## src/rtl/cpu_fetch.sv

```systemverilog
// cpu_fetch: Wishbone fetch stage that realigns halfword branch targets into a 32-bit FIFO stream.
// Define CPU_FETCH_BUSERR_EN to halt with fault_o on wb_err_i.
module cpu_fetch #(
  parameter logic [31:0] BOOT_ADDRESS = 32'h00001000
) (
  input  logic        clk_i,
  input  logic        rst_i,
  input  logic        newPC_p_i,
  input  logic [31:0] PC_i,
  input  logic        full_i,
  output logic        write_en_o,
  output logic [31:0] data_o,
  output logic        wb_cyc_o,
  output logic        wb_stb_o,
  output logic [31:0] wb_adr_o,
  input  logic [31:0] wb_dat_i,
  input  logic        wb_ack_i,
  input  logic        wb_err_i,
  output logic        fault_o
);
`ifdef CPU_FETCH_BUSERR_EN
  typedef enum logic [1:0] {IDLE, BUS_REQ, FLUSH, HALT} state_e;
`else
  typedef enum logic [1:0] {IDLE, BUS_REQ, FLUSH} state_e;
`endif
  state_e      state_q, state_d;
  logic [31:0] adr_q, adr_d, data_q, data_d;
  logic [15:0] half_q, half_d;
  logic        wen_q, wen_d, hv_q, hv_d, skip_q, skip_d, cyc_q, cyc_d;
  logic        ack, err, done, accept;
  // cyc_q gates the bus responses so an ack from a cycle abandoned by reset is ignored
  assign ack = wb_ack_i & cyc_q;
`ifdef CPU_FETCH_BUSERR_EN
  assign err = wb_err_i & cyc_q & ~wb_ack_i;
  assign fault_o = state_q == HALT;
`else
  logic unused_err;
  assign unused_err = wb_err_i;
  assign err = 1'b0;
  assign fault_o = 1'b0;
`endif
  assign done = ack | err;
  assign write_en_o = wen_q & ~newPC_p_i;
  assign accept = write_en_o & ~full_i;
  assign data_o = data_q;
  assign wb_adr_o = adr_q;
  assign wb_cyc_o = cyc_q;
  assign wb_stb_o = cyc_q;
  always_comb begin
    state_d = state_q;
    adr_d = adr_q;
    data_d = data_q;
    half_d = half_q;
    hv_d = hv_q;
    skip_d = skip_q;
    wen_d = wen_q & ~accept;
    if (newPC_p_i) begin
      state_d = (cyc_q && !done) ? FLUSH : BUS_REQ;
      adr_d = {PC_i[31:2], 2'b00};
      hv_d = 1'b0;
      skip_d = PC_i[1];
      wen_d = 1'b0;
    end else if (state_q == BUS_REQ && ack) begin
      adr_d = adr_q + 32'd4;
      half_d = wb_dat_i[15:0];
      hv_d = hv_q | skip_q;
      skip_d = 1'b0;
      wen_d = ~skip_q;
      data_d = skip_q ? data_q : hv_q ? {half_q, wb_dat_i[31:16]} : wb_dat_i;
      state_d = skip_q ? BUS_REQ : IDLE;
`ifdef CPU_FETCH_BUSERR_EN
    end else if (state_q == BUS_REQ && err) begin
      state_d = HALT;
`endif
    end else if (state_q == FLUSH && done) begin
      state_d = BUS_REQ;
    end else if (state_q == IDLE && (!wen_q || accept)) begin
      state_d = BUS_REQ;
    end
    cyc_d = state_d == BUS_REQ || state_d == FLUSH;
  end
  always_ff @(posedge clk_i) begin
    if (rst_i) begin
      state_q <= BUS_REQ;
      adr_q <= {BOOT_ADDRESS[31:2], 2'b00};
      data_q <= 32'd0;
      half_q <= 16'd0;
      hv_q <= 1'b0;
      skip_q <= BOOT_ADDRESS[1];
      wen_q <= 1'b0;
      cyc_q <= 1'b0;
    end else begin
      state_q <= state_d;
      adr_q <= adr_d;
      data_q <= data_d;
      half_q <= half_d;
      hv_q <= hv_d;
      skip_q <= skip_d;
      wen_q <= wen_d;
      cyc_q <= cyc_d;
    end
  end
endmodule

```

## config.mk

```make
export PLATFORM = sky130hd
export DESIGN_NAME = cpu_fetch
export DESIGN_NICKNAME = d
export VERILOG_FILES = /design/src/rtl/cpu_fetch.sv
export SDC_FILE = /design/constraint.sdc
export NUM_CORES = 1
export LEC_CHECK = 0
export BUFFER_PORTS_ARGS = -buffer_cell sky130_fd_sc_hd__buf_2
export CORE_UTILIZATION = 35
export CTS_CLUSTER_DIAMETER = 120
export CTS_CLUSTER_SIZE = 24
export DETAILED_ROUTE_END_ITERATION = 12
export GPL_TIMING_DRIVEN = 0
export PLACE_DENSITY = 0.56
export RECOVER_POWER = 100
export SLEW_MARGIN = 20
export SYNTH_ARGS = -nofsm -noshare
export SYNTH_HDL_FRONTEND = slang
export SYNTH_SLANG_ARGS = --single-unit
```

## constraint.sdc

```tcl
create_clock -name clk_i -period 4.1 [get_ports clk_i]
set_input_delay 0.82 -clock clk_i [delete_from_list [all_inputs] [get_ports clk_i]]
set_output_delay 0.82 -clock clk_i [all_outputs]
set_load 0.05 [all_outputs]
```

==> results.ini <==
[routing]
wl_per_cell_um = 16.1
num_vias = 3819
wl_met1_mm = 5.92
highest_layer = met4
met2_wirelength_mm = 5.44
drt-initial-drc-count = 208
wl_mm = 12.0
wl_met3_um = 533
routed_via_density = 5.13
drt_first_pass_iters = 4
drc = 0
antenna_left = 0

[synth]
synth_area_leaders = dfxtp_1 (43%), a211oi_1 (9.1%), mux2i_1 (8.1%)
netlist_area_um2 = 3940
syn_area_per_cell_um2 = 8.64
ys_seq_area_frac = 0.427
synth_top_area_share = 0.427
synth_cell_types = 49
yosys.area.top_type = dfxtp_1
synthFlopType = dfxtp_1
synthArstFlopShare = 0
synth_cells = 456
ys_ff_latch = 84
ys.warnings.count = 0
synth-edff-count = 0

[power_and_ir_drop]
p_per_area_nw_per_um2 = 395
power_mw = 1.94
ir_drop_mv = 0.207
leakage_nw = 1.68
p_int_mw = 1.31
power_switching_share = 0.326
p_comb_frac = 0.189
p_sw_mw = 0.633
power_frac_seq = 0.465
pwr-share-clk = 0.347

[sta]
timing.fmax_ghz = 0.313
worst_pin_slew_ns = 0.830
fin_crit_sh = 0.779
maxSlewViolCount = 0
relSlewSlack = 0.446
skew_ns = 0.00959
fin_crit_ns = 3.19
finalSetupTns_ns = 0
rsz0062_at_grt = no
finalHoldViolCount = 0
final-setup-viol-count = 0

[grt]
antenna_found_initial = 0
grt_pass1_vias = 3614
grt_pass1_wl_mm = 18.6
grt_util_all_layers = 0.210
grt-ovfl-total = 0
grt_max_degree = 16

[floorplanning]
rows = 38
die_y_um = 108
io_pins = 138
start_util = 0.362
fp.dieW_um = 108
core_area_um2 = 10900
die_area_um2 = 11700

[finish]
multi_input_comb_area_um2 = 2080
area_growth_pct = 24.5
final_cells = 745
final_common_cell = clkbuf_1
nFillCells = 1169
seqCellArea_um2 = 1680
finalNetCount = 671
antenna_cells = 0
drive_above_1_share = 0.169
mostFrequentLayoutCells = clkbuf_1 (93), dfxtp_1 (84), buf_2 (68)

[place]
gp_congestion = 0.760
hpwl_mm = 8.98
port_buffers = 131
placed_cells = 729

[clock_network]
cts_tree = done
h-tree-depth = 3
cts_buffer_depth = 2
ctsHoldBuffers = 0
post_cts_buffers = 0
cts_made_buffers = 9
clkLatencyLatePin_ns = 0.36
cts_sinks = 84
ctsResizeCount = 0
path_clk_slew_ns = 0.09
cts_root_buf = clkbuf_8

[worst_setup_path]
path_class = in2out
worst-path-max-fanout = 10
rrSetupSlack_ns = 1.73
worstPathArrival_ns = 2.37
worstReg2RegEnd = data_o[12]
cpMaxStageDelayCell = clkbuf_1
cp_cell_sequence = clkbuf_1 -> clkbuf_1 -> clkbuf_1 -> nor2b_1 -> clkbuf_1
reg2reg_depth = 6
critPathRequiredTime_ns = 3.28
max_stage_delay_ns = 0.47
crit_path_end_kind = output pin
timing.rr.start = wb_cyc_o
start_kind = primary input
crit_top_cell = clkbuf_1

[flow_run]
max-cap-violations = 0

[min_path]
whs_path_depth = 2
hold_path.class = reg2reg
hold_path_end = half_q[8]
hold_start = half_q[8]

[outcome]
outcome = completed

cells by family (layout without fill, tap and decap cells):
family                   count (synthesis)  after routing  synth area share
XOR/XNOR                                26             26            0.0597
buffers and inverters                   40            187            0.0445
multiplexers                            33             33            0.0842
other                                    1              3          0.000952
adder cells (fa/ha/maj)                  1              1           0.00318
AO/OA/AOI/OAI                           91             91             0.152
AND/OR/NAND/NOR                        180            180             0.228
flip-flops                              84             84             0.427
power groups by stage:
stage / clock network [mW] / registers, mW / logic (mW)
CTS: 0.684 / 0.900 / 0.379
finish: 0.672 / 0.901 / 0.366
floorplan: 0 / 1.04 / 0.135
detailed placement: 0 / 0.919 / 0.378
global route: 0.721 / 0.908 / 0.393
global placement: 0 / 0.917 / 0.375
through the flow:
stage	util	area [um^2]	setup slack (ns)	hold slack (ns)
3_5_place_dp	0.439	4780	0.999	0.450
6_report	0.451	4910	0.908	0.461
2_1_floorplan	-	3950	1.18	0.436
3_3_place_gp	0.439	4780	1.01	0.442
4_1_cts	0.459	5000	0.998	0.463
5_1_grt	0.451	4910	0.723	0.484
Yosys cell counts (2+ instances only):
cell type,number
and4_1,4
mux2i_1,32
a211oi_1,48
and2_1,2
nand2_1,54
and4_2,2
or2_2,2
nand4_1,13
buf_1,6
nand3_1,10
and3_1,4
nand2b_1,2
dfxtp_1,84
nor3_1,11
nor2_1,58
xnor2_1,17
nor2b_1,2
o22ai_1,5
buf_4,4
inv_1,3
clkbuf_1,18
nor4_1,2
nor4_2,2
o31a_1,2
xor2_1,8
buf_2,7
a21oi_1,32
state kept, by name, summed over array words and instances, names as in the netlist:
name / cells
half_q: 16
wb_cyc_o: 1
state_q: 2
wb_adr_o: 30
skip_q: 1
data_o: 32
wen_q: 1
hv_q: 1
worst max-delay path: cells and delay by family:
| kind | cells | cell delay [ns] |
|---|---|---|
| buf+inv | 4 | 1.44 |
| simple gates | 1 | 0.10 |
worst max-delay path by stage:
stage	cells past startpoint	start	endpoint	slack [ns]
floorplan	4	newPC_p_i	write_en_o	1.18
global placement	5	newPC_p_i	write_en_o	1.01
detailed placement	5	newPC_p_i	write_en_o	1.0
CTS	5	newPC_p_i	write_en_o	1.0
global route	5	newPC_p_i	write_en_o	0.72
finish	5	newPC_p_i	write_en_o	0.91
final cells by class:
type	count	share of cell area
Sequential cell	84	0.343
Tap cell	140	0.0357
Timing Repair Buffer	131	0.117
Buffer	36	0.0319
Inverter	4	0.00306
Multi-Input combinational cell	334	0.425
Clock buffer	9	0.0252
Clock inverter	7	0.0201
routing by layer:
layer  track usage  vias up
met1         0.287     1804
met3        0.0464        8
met2         0.329       94
met5             0        -
li1              -     1913
met4        0.0626        0
Power figures use the tool's default switching activity.
